===== src/rtl/ecc_20_err_mon.sv =====
// ecc_20_err_mon: one-deep registered pass-through of ECC decoder results with
// saturating error counters, sticky flags, first-error capture and a registered irq.
module ecc_20_err_mon #(
  parameter int DATA_WIDTH = 20,
  parameter int ADDR_WIDTH = 8,
  parameter int CNT_WIDTH  = 8
) (
  input  logic                  clk,
  input  logic                  rst_n,
  input  logic                  in_vld,
  output logic                  in_rdy,
  input  logic [ADDR_WIDTH-1:0] in_addr,
  input  logic [DATA_WIDTH-1:0] in_data,
  input  logic                  in_sbit_err,
  input  logic                  in_dbit_err,
  input  logic                  in_ecc_fault,
  output logic                  out_vld,
  input  logic                  out_rdy,
  output logic [DATA_WIDTH-1:0] out_data,
  output logic                  out_bad,
  input  logic                  err_clr,
  input  logic [2:0]            irq_en,
  output logic [CNT_WIDTH-1:0]  sbit_cnt,
  output logic [CNT_WIDTH-1:0]  dbit_cnt,
  output logic [CNT_WIDTH-1:0]  fault_cnt,
  output logic [2:0]            err_sticky,
  output logic [ADDR_WIDTH-1:0] cap_addr,
  output logic [1:0]            cap_type,
  output logic                  irq
);
  typedef enum logic {IDLE, CAPT} state_t;
  state_t state, state_next;
  logic accept, log_err;
  logic [2:0] flags, sticky_next;
  logic [CNT_WIDTH-1:0] cnt [3];
  assign flags       = {in_ecc_fault, in_dbit_err, in_sbit_err};
  assign in_rdy      = ~out_vld | out_rdy;
  assign accept      = in_vld & in_rdy;
  assign log_err     = accept & |flags;
  assign sticky_next = err_clr ? 3'b000 : err_sticky | (accept ? flags : 3'b000);
  assign sbit_cnt    = cnt[0];
  assign dbit_cnt    = cnt[1];
  assign fault_cnt   = cnt[2];
  always_ff @(posedge clk)
    if (!rst_n) begin
      out_vld  <= 1'b0;
      out_data <= '0;
      out_bad  <= 1'b0;
    end else if (accept) begin
      out_vld  <= 1'b1;
      out_data <= in_data;
      out_bad  <= in_dbit_err | in_ecc_fault;
    end else if (out_rdy) begin
      out_vld  <= 1'b0;
    end
  always_ff @(posedge clk)
    for (int k = 0; k < 3; k++)
      if (!rst_n || err_clr) cnt[k] <= '0;
      else if (accept && flags[k] && !(&cnt[k])) cnt[k] <= cnt[k] + 1'b1;
  always_ff @(posedge clk)
    if (!rst_n) begin
      err_sticky <= 3'b000;
      irq        <= 1'b0;
    end else begin
      err_sticky <= sticky_next;
      irq        <= |(sticky_next & irq_en);
    end
  always_ff @(posedge clk)
    state <= !rst_n ? IDLE : state_next;
  always_comb
    state_next = err_clr ? IDLE : (state == IDLE && log_err) ? CAPT : state;
  // Only the first error after a clear is captured; CAPT locks the registers.
  always_ff @(posedge clk)
    if (!rst_n || err_clr) begin
      cap_addr <= '0;
      cap_type <= 2'b00;
    end else if (state == IDLE && log_err) begin
      cap_addr <= in_addr;
      cap_type <= in_ecc_fault ? 2'b11 : in_dbit_err ? 2'b10 : 2'b01;
    end
endmodule


===== config.mk =====
export PLATFORM = sky130hd
export DESIGN_NAME = ecc_20_err_mon
export DESIGN_NICKNAME = d
export VERILOG_FILES = /design/src/rtl/ecc_20_err_mon.sv
export SDC_FILE = /design/constraint.sdc
export NUM_CORES = 1
export LEC_CHECK = 0
export BUFFER_PORTS_ARGS = -buffer_cell sky130_fd_sc_hd__clkbuf_2
export CORE_AREA = 2 2 74 76
export CTS_CLUSTER_SIZE = 25
export DETAILED_ROUTE_END_ITERATION = 6
export DIE_AREA = 0 0 76 78
export HOLD_SLACK_MARGIN = 0.03
export PLACE_DENSITY = 0.83
export SYNTH_ARGS = -nofsm -noshare
export SYNTH_HDL_FRONTEND = slang
export SYNTH_SLANG_ARGS = --single-unit

===== constraint.sdc =====
create_clock -name clk -period 4.7 [get_ports clk]
set_input_delay 0.94 -clock clk [delete_from_list [all_inputs] [get_ports clk]]
set_output_delay 0.94 -clock clk [all_outputs]
set_load 0.1 [all_outputs]

# == Word level (Yosys, flattened, before mapping) ==
# Memory sizes are Yosys's and may differ from the RTL's.
# Index checks and enable logic that the tools add are counted.
# op_classes
n_addsub,3
mul,0
div_mod_pow,0
order_cmp,0
eq_ne,0
shift,0
muxes,20
bitwise,12
reduce_logical,19
# ops
cell,n
"adder 8 x 1 -> 8 bit, second input constant",3
two-way mux 8 bit,3
AND reduction 8 bit,3
two-way mux 1 bit,13
logical AND 1 bit,7
two-way mux 3 bit,2
OR reduction 3 bit,2
OR 1 bit,5
logical NOT 1 bit,4
two-way mux 2 bit,2
AND 3 bit,1
NOT 1 bit,3
OR 3 bit,1
AND 1 bit,2
nonzero test 2 bit,1
OR reduction 2 bit,1
logical OR 1 bit,1
# word_totals
reg_bits,37
latch_bits,0
ramBits,24
romBits,0
in_bits,39
wordCells,63
n_memories,1
# mem_list
name,words,width,read_ports,rd_ports_with_merged_regs,write_ports,line,source
cnt,3,8,3,0,3,35,logic [CNT_WIDTH-1:0] cnt [3];

# == Logic depth before layout (Yosys ltp) ==
# Gate-level depths: netlist of the first run.
# depth
word_depth,9
ltp_mapped,7

# == Worst setup path before layout of the first run ==
# Ideal clock, no wire load.
# synth_timing
path_type,input to register
from,in out_rdy
to,mem cnt[1][0] (enable)
t_arrival_ns,2.610
t_required_ns,4.316
setup_slack_ns,1.706
cell_stages,5
cell_sequence,nand2b_1 buf_2 nand2_1 clkbuf_1 o21ai_0
# synth_rtl
element,line,source
from (decl),18,"input logic out_rdy,"
to (decl),35,

==> results of run 1 <==
==> layer usage <==
metal  vias up  part of all wire
met4         0             0.016
met5         -                 0
met1      1002              0.41
li1       1112                 -
met3        10             0.087
met2        68              0.48
==> flip-flops by register name (all words and copies together), names as in the netlist <==
register / flops
cnt: 24
out_data: 20
cap_addr: 8
err_sticky: 3
cap_type: 2
irq: 1
out_bad: 1
out_vld: 1
state: 1
==> tightest hold or removal path, delay by kind of cell, from the launching register on <==
kind	cells	cell delay (ns)
AO/OA/AOI/OAI	1	0.06
flip-flops	1	0.31
AND/OR/NAND/NOR	1	0.05
==> worst paths after layout <==
path / startpoint / end / slack, ns
worst max-delay path: out_rdy / cnt[1][6]$_SDFFCE_PN0P_ / 1.85
worst min-delay path: cap_addr[1]$_SDFFE_PP0P_ / cap_addr[1]$_SDFFE_PP0P_ / 0.46
worst max register to register: out_vld$_SDFFE_PN0P_ / cnt[1][6]$_SDFFCE_PN0P_ / 2.25
worst min register to register: cap_addr[1]$_SDFFE_PP0P_ / cap_addr[1]$_SDFFE_PP0P_ / 0.46
==> power groups by stage <==
stage	logic (mW)	clock network, mW	registers (mW)
6_report	0.304	0.403	0.600
3_3_place_gp	0.301	0	0.610
3_5_place_dp	0.304	0	0.611
4_1_cts	0.305	0.410	0.600
2_1_floorplan	0.0564	0	0.801
5_1_grt	0.318	0.435	0.604
==> cells by family (layout without fill, tap and decap cells) <==
kind of cell / after synthesis / after routing / synth area share
simple gates: 126 / 126 / 0.216
flops: 61 / 61 / 0.563
compound gates: 42 / 42 / 0.112
buf+inv: 19 / 122 / 0.0333
xor+xnor: 18 / 18 / 0.0608
fa+ha+maj: 3 / 3 / 0.0145
==> stage by stage <==
stage               cell area [sq um]  std cells  hold slack, ns  utilization
floorplan                        2590        269           0.461            -
global placement                 3130        426           0.445        0.620
detailed placement               3130        426           0.452        0.620
CTS                              3300        442           0.461        0.654
global route                     3300        442           0.487        0.654
finish                           3300        442           0.457        0.654
==> layout by cell type (no fill, tap or decap), types with 4 or more instances in the layout <==
| master | n |
|---|---|
| dfxtp_1 | 37 |
| edfxtp_1 | 24 |
| clkbuf_2 | 99 |
| nand3_1 | 18 |
| xnor2_1 | 6 |
| xor2_1 | 12 |
| nand2_1 | 57 |
| a21boi_0 | 21 |
| clkbuf_8 | 11 |
| nor2_1 | 31 |
| o21ai_0 | 11 |
| nand4_1 | 4 |
| inv_1 | 5 |
==> cell type report <==
cell class                      count  area share
Sequential cell                    61       0.443
Multi-Input combinational cell    189       0.318
Timing Repair Buffer              101       0.155
Clock buffer                       14      0.0493
Tap cell                           70      0.0266
Inverter                            5     0.00569
Clock inverter                      2     0.00303
==> impl_metrics.csv, run 1 <==
group,metric,value,unit
route,num_vias,2192,
logic_synthesis,netlist_area,0.00259,sq mm
cells_and_area,drive_above_1_share,0.317,
timing,rsz0062_at_grt,"no",
floorplan,rows,26,
pwr,p_comb_frac,0.232,
logic_synthesis,yosysTopAreaCellShare,0.285,
pwr,p_total,1.31,mW
place,place_ws,1.44,ns
worst_setup_path,critPathCaptureType,"flop",
timing,max-slew-margin-rel,0.277,
worst_setup_path,worstPathRequired,4.65,ns
global_route,grt_max_degree,26,
global_route,gr-usage-met1,0.217,
pwr,switching_share,0.351,
cts,clock_sinks,61,
worst_setup_path,path_buf_inv,1,
timing,hold_viol,0,
global_route,antenna_found_initial,0,
floorplan,pin_count,100,
route,drt_pre_antenna_iters,4,
pwr,clkPwrFrac,0.308,
flow_run,cap_violations,0,
floorplan,chipHeight,78,um
cts,holdBufCountCts,0,
timing,finalSetupViolCount,0,
logic_synthesis,yosysSeqAreaShare,0.563,
cells_and_area,nets,409,
timing,drv_slew,0,
worst_setup_path,criticalPathCategory,"primary input to flop",
timing,finalSetupTns,0,ns
route,ant_nets,0,
floorplan,coreArea,0.00504,sq mm
cts,clock-root-buffer,"clkbuf_8",
logic_synthesis,ys_types,34,
worst_setup_path,critical_path.cell_chain,"clkbuf_2 > nand2b_1 > nand2_1 > o21ai_0",
place,io_buffers,99,
global_route,grt.met2_usage,0.330,
cells_and_area,area_growth,27.1,%
logic_synthesis,ys_ff_latch,61,
cells_and_area,fill_cells,418,
global_route,grt_overflow,0,
cts,path_clk_slew,0.06,ns
timing,finClkSkew,0.00777,ns
worst_setup_path,slowest_stage,"o21ai_0",
cts,cts_tree,"yes",
worst_setup_path,startpoint_type,"primary input",
route,drc,0,
cells_and_area,multi_input_area,0.00105,sq mm
worst_setup_path,worstPathArrival,2.80,ns
pwr,p_int,847,uW
logic_synthesis,netlist_top_cells_area,"dfxtp_1 29%, edfxtp_1 28%, nand2_1 8.2%",
place,gp_congestion,0.725,
cts,clock_path_buffers,2,
min_path,min_path_type,"flop to flop",
worst_setup_path,crit_path_max_fanout,25,
place,dp_hpwl,4130,um
timing,worst_slew_pin_slew,1.07,ns
floorplan,die_area,0.00593,sq mm
run_status,status,"finished clean",
cts,postCtsSetupBuffers,0,
min_path,min_path_cells,2,
timing,final.min_clock_period,2.85,ns
worst_setup_path,cpPeakStageDelay,1.04,ns
cts,insertion_delay,0.33,ns
timing,fmax,351,MHz
cts,htreeDepth,3,
logic_synthesis,yosysWarnings,0,
worst_setup_path,critical-path-top-delay-family,"compound AO/OA/AOI/OAI gates",
logic_synthesis,synth_nets,311,
timing,period_share,0.607,
pwr,ir_drop,0.259,mV
global_route,grt.busiest_layer,"met2",
global_route,grt_pass1_wl,9090,um
cts,cts_buffers,9,
worst_setup_path,critical_path_depth,4,
floorplan,initial_utilization,0.515,
route,drt_iter0_markers,90,
logic_synthesis,synth_flop_cell,"dfxtp_1",
cts,post_cts_resize_count,0,
logic_synthesis,synth_edf_count,24,
logic_synthesis,avgSynthCellArea,9.65,sq um
global_route,grt_use_met3,0.0733,
logic_synthesis,synth_area_leader_cell,"dfxtp_1",
route,wire_per_inst,12.7,um
logic_synthesis,async_flop_share,0,
worst_setup_path,reg2reg_depth,3,
route,wirelength,5620,um
pwr,power_density,396,mW/mm^2
logic_synthesis,syn_inst,269,
pwr,seq_power_share,0.459,
global_route,grt_pass1_vias,2088,
global_route,grt_use_total,0.193,
timing,post-route-worst-setup-slack,1.85,ns
cells_and_area,seqCellArea,0.00146,sq mm
pwr,leakagePower,1.46,nW
floorplan,dieWidth,76,um
route,viasPerCell,4.96,
cells_and_area,diodes,0,
logic_synthesis,synthTopCellsByCount,"57 x nand2_1, 37 x dfxtp_1, 31 x nor2_1",
pwr,power.net_switching,459,uW
logic_synthesis,post-synth-top-count-cell,"nand2_1",
No activity file was read; power rests on OpenSTA's default activity.
==> run 2: changes to the inputs <==
CORE_AREA = 2 2 80 82   (was 2 2 74 76)
DIE_AREA = 0 0 82 84   (was 0 0 76 78)
PLACE_DENSITY = 0.75   (was 0.83)
clock period = 2.6 ns   (was 4.7 ns; I/O delays follow)
==> run 2 against run 1 <==
  * Hold slack got worse by 0.050 ns
  * Utilization decreased by 10 points
  * Clock power increased by 100%
  * Global-route usage decreased by 2.3 points
  * Register-to-register slack got worse by 1.5 ns
  * Design area increased by 2.0%
  * Largest cell class unchanged
==> impl_metrics.csv, run 2 (synthesis results as in run 1) <==
group,metric,value,unit
timing,post-route-worst-setup-slack,0.692,ns
cells_and_area,fin_util,0.552,
worst_setup_path,crit_path_max_fanout,8,
cts,post_cts_resize_count,0,
route,wire_per_inst,12.8,um
cts,cts_buffers,9,
cts,postCtsSetupBuffers,0,
pwr,ir_drop,0.431,mV
cts,clock-root-buffer,"clkbuf_8",
cells_and_area,drive_above_1_share,0.327,
cells_and_area,layout_common_cells,"99 x clkbuf_2, 57 x nand2_1, 37 x dfxtp_1",
cts,htreeDepth,3,
timing,fmax,524,MHz
timing,finClkSkew,0.00633,ns
cells_and_area,regMostFlops,"cnt",
place,dp_hpwl,4200,um
global_route,antenna_found_initial,0,
worst_setup_path,startpoint_type,"flop",
route,num_vias,2260,
cts,cts_tree,"yes",
route,wirelength,5780,um
cts,clock_path_buffers,2,
run_status,status,"finished clean",
timing,finalSetupViolCount,0,
place,io_buffers,99,
pwr,leakagePower,1.49,nW
min_path,min_path_type,"primary input to flop",
cts,insertion_delay,0.32,ns
floorplan,pin_count,100,
worst_setup_path,worstPathRequired,2.08,ns
global_route,grt_pass1_vias,2075,
global_route,grt_max_degree,25,
timing,rsz0062_at_grt,"no",
timing,max-slew-margin-rel,0.621,
timing,holdWs,0.408,ns
route,drc,0,
place,gp_congestion,0.791,
cells_and_area,final_area,0.00336,sq mm
cells_and_area,diodes,0,
pwr,power_density,729,mW/mm^2
floorplan,chipHeight,84,um
floorplan,initial_utilization,0.426,
route,drt_pre_antenna_iters,4,
pwr,p_total,2.45,mW
worst_setup_path,worstPathArrival,1.39,ns
global_route,grt_use_total,0.170,
global_route,grt_overflow,0,
place,place_ws,0.458,ns
flow_run,cap_violations,0,
timing,hold_viol,0,
floorplan,coreArea,0.00610,sq mm
route,ant_nets,0,
place,dpl_cell_area,0.00316,sq mm
cells_and_area,layout_commonest_cell,"clkbuf_2",
timing,drv_slew,0,
floorplan,die_area,0.00689,sq mm
timing,worst_slew_pin_slew,0.571,ns
timing,finalSetupTns,0,ns
cts,holdBufCountCts,0,
cells_and_area,layout.cells.non_filler,453,
cts,path_clk_slew,0.06,ns
worst_setup_path,critPathCaptureType,"primary output",
worst_setup_path,criticalPathCategory,"flop to primary output",
cells_and_area,reg.largest.list,"cnt x24, out_data x20, cap_addr x8",
route,viasPerCell,4.99,
global_route,grt_pass1_wl,8940,um
floorplan,rows,29,
route,drt_iter0_markers,92,
timing,final.min_clock_period,1.91,ns
cells_and_area,largest_reg_flops,24,
floorplan,dieWidth,82,um
place,place_inst,437,
cts,clock_sinks,61,
cells_and_area,nets,413,
timing,period_share,0.734,
cells_and_area,area_growth,29.7,%
==> run 2: cell type report <==
cell class / instances / area (sq um)
Fill cell: 562 / 2730
Tap cell: 77 / 96.3
Sequential cell: 61 / 1460
Clock buffer: 16 / 200
Multi-Input combinational cell: 189 / 1050
Timing Repair Buffer: 105 / 541
Inverter: 5 / 18.8
==> run 2: layer usage <==
metal  routed length [um]  track usage  up-vias
met5                    0            0        -
met4                  143       0.0955        0
met2                 2810        0.264       80
met3                  374       0.0563       12
li1                     -            -     1114
met1                 2450        0.203     1054
==> run 2: critical path, stage by stage, from the launching register on <==
cell,delay (ns)
dfxtp_1,0.31
nand2b_1,0.22
clkbuf_2,0.53
==> run 2: worst paths after layout <==
kind                                                from                  endpoint  slack (ns)  depth (start not counted)
worst max register to register   cnt[2][0]$_SDFFCE_PN0P_   cnt[2][6]$_SDFFCE_PN0P_        0.78                          5
worst min register to register  cap_addr[5]$_SDFFE_PP0P_  cap_addr[5]$_SDFFE_PP0P_        0.45                          2
worst max-delay path                out_vld$_SDFFE_PN0P_                    in_rdy        0.69                          2
worst min-delay path                          in_addr[0]  cap_addr[0]$_SDFFE_PP0P_        0.41                          3
==> run 2: power by group <==
group          total, mW  switching (mW)  internal [mW]
sequential          1.08          0.0410           1.04
combinational      0.554           0.458         0.0964
clock              0.814           0.336          0.478
